===== config.mk =====
export PLATFORM = sky130hd
export DESIGN_NAME = pipelined_cla_addsub
export DESIGN_NICKNAME = d
export VERILOG_FILES = /design/src/rtl/pipelined_cla_addsub.sv
export SDC_FILE = /design/constraint.sdc
export NUM_CORES = 1
export LEC_CHECK = 0
export CAP_MARGIN = 10
export CELL_PAD_IN_SITES_DETAIL_PLACEMENT = 0
export CELL_PAD_IN_SITES_GLOBAL_PLACEMENT = 2
export CORE_MARGIN = 3
export CORE_UTILIZATION = 30
export DETAILED_ROUTE_END_ITERATION = 7
export DONT_BUFFER_PORTS = 1
export PLACE_DENSITY_LB_ADDON = 0.3
export SYNTH_ARGS = -nofsm -noshare
export SYNTH_HDL_FRONTEND = slang
export SYNTH_SLANG_ARGS = --single-unit

===== constraint.sdc =====
create_clock -name clk -period 11.1 [get_ports clk]
set_clock_uncertainty 0.05 [all_clocks]
set_input_delay 2.22 -clock clk [delete_from_list [all_inputs] [get_ports clk]]
set_output_delay 2.22 -clock clk [all_outputs]
set_load 0.03 [all_outputs]

===== src/rtl/pipelined_cla_addsub.sv =====
// pipelined_cla_addsub: pipelined carry-lookahead adder/subtractor with valid/ready handshake.
// Define CLA_SATURATE_EN to add the sat input and an extra clamp stage (latency L+1).
module pipelined_cla_addsub #(
    parameter int WIDTH            = 32,
    parameter int GROUP            = 4,
    parameter int GROUPS_PER_STAGE = 2
) (
    input  logic             clk,
    input  logic             rst,
    input  logic             in_valid,
    output logic             in_ready,
    input  logic [WIDTH-1:0] a,
    input  logic [WIDTH-1:0] b,
    input  logic             cin,
    input  logic             sub,
`ifdef CLA_SATURATE_EN
    input  logic             sat,
`endif
    output logic             out_valid,
    input  logic             out_ready,
    output logic [WIDTH-1:0] s,
    output logic             cout,
    output logic             ovf,
    output logic             zero
);
    localparam int SW = GROUP * GROUPS_PER_STAGE;
    localparam int L  = WIDTH / SW;

    // Returns {carry into slice MSB, slice carry-out, slice sum}.
    function automatic logic [SW+1:0] slice_add(input logic [SW-1:0] x, input logic [SW-1:0] y,
                                                input logic ci);
        logic [SW:0]   c;
        logic [SW-1:0] p, g;
        logic          gg, pp;
        p    = x ^ y;
        g    = x & y;
        c    = '0;
        c[0] = ci;
        for (int j = 0; j < GROUPS_PER_STAGE; j++) begin
            for (int i = 0; i < GROUP; i++) begin
                gg = 1'b0;
                pp = 1'b1;
                for (int t = 0; t <= i; t++) begin
                    gg = g[j*GROUP+t] | (p[j*GROUP+t] & gg);
                    pp = pp & p[j*GROUP+t];
                end
                c[j*GROUP+i+1] = gg | (pp & c[j*GROUP]);
            end
        end
        return {c[SW-1], c[SW], p ^ c[SW-1:0]};
    endfunction

    logic             adv;
    logic [L-1:0]     v_q, v_d, c_q, c_d;
    logic [WIDTH-1:0] a_q [L], a_d [L];
    logic [WIDTH-1:0] b_q [L], b_d [L];
    logic [WIDTH-1:0] sum_q [L], sum_d [L];
    logic [SW+1:0]    r [L];
    logic [WIDTH-1:0] fin;
    logic             o_v_q, o_v_d, o_c_q, o_c_d, o_ovf_q, o_ovf_d, o_z_q, o_z_d;
    logic [WIDTH-1:0] o_s_q, o_s_d;
`ifdef CLA_SATURATE_EN
    logic [L-1:0]     sat_q, sat_d;
    logic             o_sat_q, o_sat_d, o_neg_q, o_neg_d;
    logic             x_v_q, x_v_d, x_c_q, x_c_d, x_ovf_q, x_ovf_d, x_z_q, x_z_d;
    logic [WIDTH-1:0] x_s_q, x_s_d;
`endif

    // Stage k holds operands with slices k.. still to add and the finished sum slices below k.
    always_comb begin
        adv      = !out_valid | out_ready;
        in_ready = adv;
        v_d[0]   = in_valid;
        a_d[0]   = a;
        b_d[0]   = sub ? ~b : b;
        c_d[0]   = sub ? !cin : cin;
        sum_d[0] = '0;
        for (int k = 0; k < L; k++) begin
            r[k] = slice_add(a_q[k][k*SW +: SW], b_q[k][k*SW +: SW], c_q[k]);
        end
        for (int k = 1; k < L; k++) begin
            v_d[k]   = v_q[k-1];
            a_d[k]   = a_q[k-1];
            b_d[k]   = b_q[k-1];
            c_d[k]   = r[k-1][SW];
            sum_d[k] = sum_q[k-1];
            sum_d[k][(k-1)*SW +: SW] = r[k-1][SW-1:0];
        end
        fin = sum_q[L-1];
        fin[(L-1)*SW +: SW] = r[L-1][SW-1:0];
        o_v_d   = v_q[L-1];
        o_s_d   = fin;
        o_c_d   = r[L-1][SW];
        o_ovf_d = r[L-1][SW] ^ r[L-1][SW+1];
        o_z_d   = fin == '0;
`ifdef CLA_SATURATE_EN
        sat_d[0] = sat;
        for (int k = 1; k < L; k++) begin
            sat_d[k] = sat_q[k-1];
        end
        o_sat_d = sat_q[L-1];
        o_neg_d = a_q[L-1][WIDTH-1];
        x_v_d   = o_v_q;
        x_c_d   = o_c_q;
        x_ovf_d = o_ovf_q;
        x_s_d   = (o_sat_q && o_ovf_q) ? (o_neg_q ? {1'b1, {(WIDTH-1){1'b0}}}
                                                  : {1'b0, {(WIDTH-1){1'b1}}}) : o_s_q;
        x_z_d   = x_s_d == '0;
`endif
    end

    always_ff @(posedge clk or posedge rst) begin
        if (rst) begin
            v_q     <= '0;
            c_q     <= '0;
            o_v_q   <= 1'b0;
            o_s_q   <= '0;
            o_c_q   <= 1'b0;
            o_ovf_q <= 1'b0;
            o_z_q   <= 1'b0;
            for (int k = 0; k < L; k++) begin
                a_q[k]   <= '0;
                b_q[k]   <= '0;
                sum_q[k] <= '0;
            end
`ifdef CLA_SATURATE_EN
            sat_q   <= '0;
            o_sat_q <= 1'b0;
            o_neg_q <= 1'b0;
            x_v_q   <= 1'b0;
            x_s_q   <= '0;
            x_c_q   <= 1'b0;
            x_ovf_q <= 1'b0;
            x_z_q   <= 1'b0;
`endif
        end else if (adv) begin
            v_q     <= v_d;
            c_q     <= c_d;
            a_q     <= a_d;
            b_q     <= b_d;
            sum_q   <= sum_d;
            o_v_q   <= o_v_d;
            o_s_q   <= o_s_d;
            o_c_q   <= o_c_d;
            o_ovf_q <= o_ovf_d;
            o_z_q   <= o_z_d;
`ifdef CLA_SATURATE_EN
            sat_q   <= sat_d;
            o_sat_q <= o_sat_d;
            o_neg_q <= o_neg_d;
            x_v_q   <= x_v_d;
            x_s_q   <= x_s_d;
            x_c_q   <= x_c_d;
            x_ovf_q <= x_ovf_d;
            x_z_q   <= x_z_d;
`endif
        end
    end

`ifdef CLA_SATURATE_EN
    assign out_valid = x_v_q;
    assign s         = x_s_q;
    assign cout      = x_c_q;
    assign ovf       = x_ovf_q;
    assign zero      = x_z_q;
`else
    assign out_valid = o_v_q;
    assign s         = o_s_q;
    assign cout      = o_c_q;
    assign ovf       = o_ovf_q;
    assign zero      = o_z_q;
`endif
endmodule


# Yosys cells after proc, flatten, opt, wreduce, memory -nomap -nowiden
# Index checks and enable logic that the tools add are counted.
[word_totals]
register_bits = 348
latchBits = 0
ram_bits = 0
mem_bits_ro = 0
inputBits = 70
out_inout_bits = 37
wordCells = 174
memories = 0
[classes]
n_addsub = 0
multipliers = 0
div_mod_pow = 0
magnitude_cmp = 0
n_eq_ne = 0
shift = 0
mux = 2
bitwise = 151
n_reduce_logical = 3
[op_table]
columns = ["operator", "count"]
rows = [
  ["1-bit bitwise AND", 80],
  ["8-bit bitwise XOR", 8],
  ["1-bit bitwise OR", 57],
  ["8-bit bitwise AND", 4],
  ["32-bit logical NOT", 1],
  ["32-bit two-way mux", 1],
  ["32-bit NOT", 1],
  ["1-bit logical NOT", 2],
  ["1-bit two-way mux", 1],
  ["1-bit bitwise XOR", 1],
]

# Depth between registers and ports, before layout
[logic_depth]
ltp_word = 12
mapped_depth = 11
ltp_nobuf = 11

# Least setup slack after synthesis
# OpenSTA, ideal clock, no wires.
[synth_timing]
path_kind = "in2out"
start = "input port out_ready"
end = "output port in_ready"
arrival_ps = 3034
required_time_ps = 8830
setup_slack_ps = 5796
path_stages = 5
path_buffers = 3
path_cell_list = "nor2b_1 buf_2 inv_2 clkbuf_1 buf_2"
[synth_between]
elab_chain_cells = 1
[synth_rtl]
columns = ["element", "line_no", "source"]
rows = [
  ["from (decl)", "20", "input logic out_ready,"],
  ["1-bit bitwise OR", "71", "adv = !out_valid | out_ready;"],
  ["to (decl)", "11", "output logic in_ready,"],
]
# Every way passes these cells.

# Final worst setup path
# Same ends and word-level chain as after synthesis.

==> impl_results.html <==
<table>
<tr><th>Metric</th><th>Value</th></tr>
<tr><th colspan="2">Route</th></tr>
<tr><td>Routed wire per std cell</td><td>roughly 15 um</td></tr>
<tr><td>DRC violation total after the first TritonRoute iteration</td><td>392</td></tr>
<tr><td>Total vias in the final route</td><td>between 7000 and 8000</td></tr>
<tr><td>Ratio of routed vias to standard cells</td><td>4.33</td></tr>
<tr><td>Number of optimization iterations in the first detailed-route pass</td><td>4</td></tr>
<tr><td>Post-DRT Antenna Nets</td><td>0</td></tr>
<tr><td>Residual DRC</td><td>0</td></tr>
<tr><td>Routed wire length</td><td>24900 um</td></tr>
<tr><th colspan="2">Setup path</th></tr>
<tr><td>Launch point of the worst path</td><td>out_ready</td></tr>
<tr><td>Biggest fanout along the worst timing path</td><td>between 150 and 200</td></tr>
<tr><td>Path depth of the worst reg2reg path</td><td>6</td></tr>
<tr><td>Element type at the critical path end</td><td>output port</td></tr>
<tr><td>Critical path's slowest cell</td><td>sky130_fd_sc_hd__buf_12</td></tr>
<tr><td>Startpoint of the lowest-slack register-to-register path</td><td>out_valid$_DFFE_PP0P_</td></tr>
<tr><td>Type of origin of the critical path</td><td>primary input</td></tr>
<tr><td>CP arrival</td><td>between 3 and 4 ns</td></tr>
<tr><td>Cell-by-cell listing of the critical path</td><td>nor2b_4 -&gt; buf_12 -&gt; inv_8</td></tr>
<tr><td>Critical Path RT</td><td>slightly below 9 ns</td></tr>
<tr><td>Worst setup path class</td><td>primary input to output port</td></tr>
<tr><td>Largest stage delay, worst path</td><td>0.55 ns</td></tr>
<tr><th colspan="2">Placement</th></tr>
<tr><td>Count of buffers from port buffering</td><td>0</td></tr>
<tr><td>Detailed Place HPWL</td><td>15800 um</td></tr>
<tr><td>Post-placement cell area</td><td>roughly 11000 um2</td></tr>
<tr><td>Final weighted congestion of routability-driven global placement</td><td>about 0.75</td></tr>
<tr><th colspan="2">Floorplanning</th></tr>
<tr><td>Count of standard-cell rows</td><td>69</td></tr>
<tr><td>Horizontal die dimension</td><td>196 um</td></tr>
<tr><td>Top Ports</td><td>between 100 and 150</td></tr>
<tr><td>Total die area</td><td>38600 um2</td></tr>
<tr><td>Core outline area</td><td>approximately 36000 um2</td></tr>
<tr><td>Effective utilization at floorplan</td><td>just over 30%</td></tr>
<tr><td>Die Y-Extent</td><td>196 um</td></tr>
<tr><th colspan="2">Layout</th></tr>
<tr><td>Fillers</td><td>approximately 3800</td></tr>
<tr><td>Nets</td><td>1278</td></tr>
<tr><td>Final cell area excluding filler cells</td><td>12200 um2</td></tr>
<tr><td>Area occupied by multi-input gates</td><td>4240 um2</td></tr>
<tr><td>Area taken by flip-flops and latches</td><td>roughly 6300 um2</td></tr>
<tr><td>Most used cells in the layout excluding fill and tap cells</td><td>sky130_fd_sc_hd__nand2_1 (577), sky130_fd_sc_hd__dfrtp_1 (252), sky130_fd_sc_hd__o21ai_0 (61)</td></tr>
<tr><td>Commonest non-fill, non-tap cell in the layout</td><td>sky130_fd_sc_hd__nand2_1</td></tr>
<tr><td>Area Overhead vs Synth</td><td>12.3%</td></tr>
<tr><td>Number of antenna diodes</td><td>0</td></tr>
<tr><td>Final core utilization</td><td>34.3%</td></tr>
<tr><td>Ratio of cells with drive above 1 in the final layout</td><td>4.97%</td></tr>
<tr><th colspan="2">Logic synthesis</th></tr>
<tr><td>Most used DFF post-synth</td><td>sky130_fd_sc_hd__dfrtp_1</td></tr>
<tr><td>Share of flip-flops with an asynchronous set or reset</td><td>100%</td></tr>
<tr><td>Net count after synthesis</td><td>1300</td></tr>
<tr><td>Yosys synthesis warning count</td><td>0</td></tr>
<tr><td>Share of Yosys cell area claimed by the top area cell type</td><td>58.0%</td></tr>
<tr><td>Cells after Synth</td><td>1190</td></tr>
<tr><td>Synthesized area</td><td>roughly 11000 um2</td></tr>
<tr><td>Per-instance average area after synthesis</td><td>9.14 um2</td></tr>
<tr><td>Count of state elements after synthesis</td><td>252</td></tr>
<tr><td>Number of distinct library cell variants in the gate-level netlist after synthesis</td><td>40</td></tr>
<tr><td>Seq/Total Area, Yosys</td><td>between 50 and 60%</td></tr>
<tr><td>Main area contributors after synthesis</td><td>sky130_fd_sc_hd__dfrtp_1 (58%), sky130_fd_sc_hd__nand2_1 (20%), sky130_fd_sc_hd__ha_1 (3.7%), sky130_fd_sc_hd__xnor2_1 (3.0%), sky130_fd_sc_hd__o21ai_0 (2.8%)</td></tr>
<tr><td>Cell taking the most area after synthesis</td><td>sky130_fd_sc_hd__dfrtp_1</td></tr>
<tr><td>Number of flops mapped to enable cells by yosys</td><td>0</td></tr>
<tr><th colspan="2">Power</th></tr>
<tr><td>Internal power</td><td>2.36 mW</td></tr>
<tr><td>Largest voltage drop on the vdd net</td><td>roughly 0.22 mV</td></tr>
<tr><td>Leakage power total</td><td>6.01 nW</td></tr>
<tr><td>Share of total power in the clock network</td><td>roughly 24%</td></tr>
<tr><td>Pwr dens</td><td>315 nW/um2</td></tr>
<tr><td>Switching power as a share of total power</td><td>38.5%</td></tr>
<tr><td>Switching power summed over all nets</td><td>approximately 1.5 mW</td></tr>
<tr><td>Share of total power in combinational logic</td><td>30.6%</td></tr>
<tr><td>Register share of total power</td><td>between 40 and 50%</td></tr>
<tr><th colspan="2">Min path</th></tr>
<tr><td>Type of the tightest min-delay check</td><td>register to register</td></tr>
<tr><td>Number of stages on the worst hold path</td><td>2</td></tr>
<tr><td>Critical hold path startpoint</td><td>a_d[63]$_DFFE_PP0P_</td></tr>
<tr><th colspan="2">GRT</th></tr>
<tr><td>Initial antenna violation count</td><td>0</td></tr>
<tr><td>First-pass GRT wire length</td><td>41200 um</td></tr>
<tr><td>Vias in the first global route</td><td>7304</td></tr>
<tr><td>Final global-route overflow total</td><td>0</td></tr>
<tr><td>Global-route usage over all layers</td><td>13.0%</td></tr>
<tr><td>Pin count of the biggest net entering global routing</td><td>172</td></tr>
<tr><th colspan="2">Status</th></tr>
<tr><td>Status</td><td>finished clean</td></tr>
<tr><th colspan="2">Timing</th></tr>
<tr><td>Max Transition Viols Final</td><td>0</td></tr>
<tr><td>Peak clock frequency supported by timing</td><td>180 MHz</td></tr>
<tr><td>Ratio of final minimum period to clock period</td><td>50.1%</td></tr>
<tr><td>Number of endpoints failing setup at the final stage</td><td>0</td></tr>
<tr><td>RSZ-0062 raised after global routing</td><td>no</td></tr>
<tr><td>Worst-margin pin slew</td><td>1.03 ns</td></tr>
<tr><td>Setup TNS</td><td>0 ns</td></tr>
<tr><td>Min Tclk post-route</td><td>5.56 ns</td></tr>
<tr><td>Normalized max-slew margin</td><td>31.1%</td></tr>
<tr><td>Endpoints failing hold</td><td>0</td></tr>
<tr><th colspan="2">Flow run</th></tr>
<tr><td>Number of max-capacitance violations reported</td><td>0</td></tr>
<tr><th colspan="2">Clock tree</th></tr>
<tr><td>Max H-tree Level</td><td>1</td></tr>
<tr><td>Cells resized by post-CTS repair</td><td>0</td></tr>
<tr><td>Max Buffers Root-to-Sink</td><td>3</td></tr>
<tr><td>Clock sink count</td><td>252</td></tr>
<tr><td>Clock insertion delay at the later pin of the skew report</td><td>0.53 ns</td></tr>
<tr><td>Root cell of the clock tree</td><td>sky130_fd_sc_hd__clkbuf_16</td></tr>
<tr><td>Number of buffers created by CTS</td><td>29</td></tr>
<tr><td>Post-CTS Setup Inserts</td><td>0</td></tr>
<tr><td>Clock transition at the register clock pins on the worst setup and hold paths after CTS</td><td>0.06 ns</td></tr>
<tr><td>CTS tree</td><td>yes</td></tr>
<tr><td>Number of hold-repair buffers added at the cts stage</td><td>0</td></tr>
</table>
Yosys cell counts, types with 3 or more instances:
library cell and n:
sky130_fd_sc_hd__a21o_1 5, sky130_fd_sc_hd__a21oi_1 28, sky130_fd_sc_hd__buf_1 5, sky130_fd_sc_hd__buf_2 21, sky130_fd_sc_hd__clkbuf_1 34, sky130_fd_sc_hd__dfrtp_1 252, sky130_fd_sc_hd__fa_1 8, sky130_fd_sc_hd__ha_1 32
sky130_fd_sc_hd__inv_1 21, sky130_fd_sc_hd__nand2_1 577, sky130_fd_sc_hd__nand2b_1 6, sky130_fd_sc_hd__nand3_1 3, sky130_fd_sc_hd__nor2_1 30, sky130_fd_sc_hd__nor2b_1 4, sky130_fd_sc_hd__nor3_1 6, sky130_fd_sc_hd__nor3b_1 5
sky130_fd_sc_hd__nor4_1 5, sky130_fd_sc_hd__nor4b_1 3, sky130_fd_sc_hd__o21ai_0 61, sky130_fd_sc_hd__or4_1 5, sky130_fd_sc_hd__xnor2_1 37, sky130_fd_sc_hd__xor2_1 18
power by group through the flow:
| stage | clock (mW) | sequential, mW | combinational (mW) |
|---|---|---|---|
| 2_1_floorplan | 0 | 1.64 | 0.951 |
| 3_3_place_gp | 0 | 1.75 | 1.19 |
| 3_5_place_dp | 0 | 1.75 | 1.21 |
| 4_1_cts | 0.976 | 1.74 | 1.21 |
| 5_1_grt | 1.01 | 1.79 | 1.39 |
| 6_report | 0.938 | 1.73 | 1.18 |
worst paths after layout:
kind	to	slack, ns
setup reg to reg	s[31]$_DFFE_PP0P_	7.23
min in group asynchronous	s[4]$_DFFE_PP0P_	1.54
setup / recovery	in_ready	5.54
hold reg to reg	a_d[63]$_DFFE_PP0P_	0.41
max in group asynchronous	a_d[22]$_DFFE_PP0P_	7.54
hold / removal	a_d[63]$_DFFE_PP0P_	0.41
metrics by stage:
stage	hold WS, ns	instances	setup slack [ns]	power (mW)
2_1_floorplan	0.380	1190	1.90	2.60
3_3_place_gp	0.400	1598	5.54	2.94
3_5_place_dp	0.405	1598	5.55	2.96
4_1_cts	0.419	1647	5.55	3.93
5_1_grt	0.432	1647	5.43	4.19
6_report	0.414	1647	5.54	3.84
metal layers:
metal  part of all wire [%]  GRT usage [%]
met1                     53           20.3
met2                     40           18.3
met3                    5.2           2.96
met4                    1.8           2.80
met5                      0              0
layout make-up:
| cell class | count | area share, % |
|---|---|---|
| Clock inverter | 10 | 1.02 |
| Timing Repair Buffer | 7 | 0.533 |
| Inverter | 22 | 0.799 |
| Multi-Input combinational cell | 856 | 34.7 |
| Sequential cell | 252 | 51.6 |
| Clock buffer | 39 | 6.58 |
| Tap cell | 461 | 4.72 |
worst max-delay path: cells and delay by family:
| kind | cells | cell delay, ns |
|---|---|---|
| buffers and inverters | 2 | 0.84 |
| and+or+nand+nor | 1 | 0.10 |
sequential cells by signal (all words and copies together) (netlist names):
| signal | cells |
|---|---|
| a_d | 72 |
| a_q | 8 |
| b_d | 72 |
| b_q | 8 |
| c_q | 4 |
| cout | 1 |
| fin | 24 |
| out_valid | 1 |
| ovf | 1 |
| s | 32 |
| sum_d | 24 |
| v_q | 4 |
| zero | 1 |
cell families (layout without fill, tap and decap cells):
group,after synthesis,count (layout),synth area share [%]
adders and majority gates,40,40,5.15
and+or+nand+nor,650,650,23.6
DFF,252,252,58.0
buffers and inverters,82,78,3.07
muxes,2,2,0.196
AOI/OAI and AO/OA,109,109,5.56
xor gates and xnor gates,55,55,4.43
Note: power is estimated with default switching activity, not from simulation.
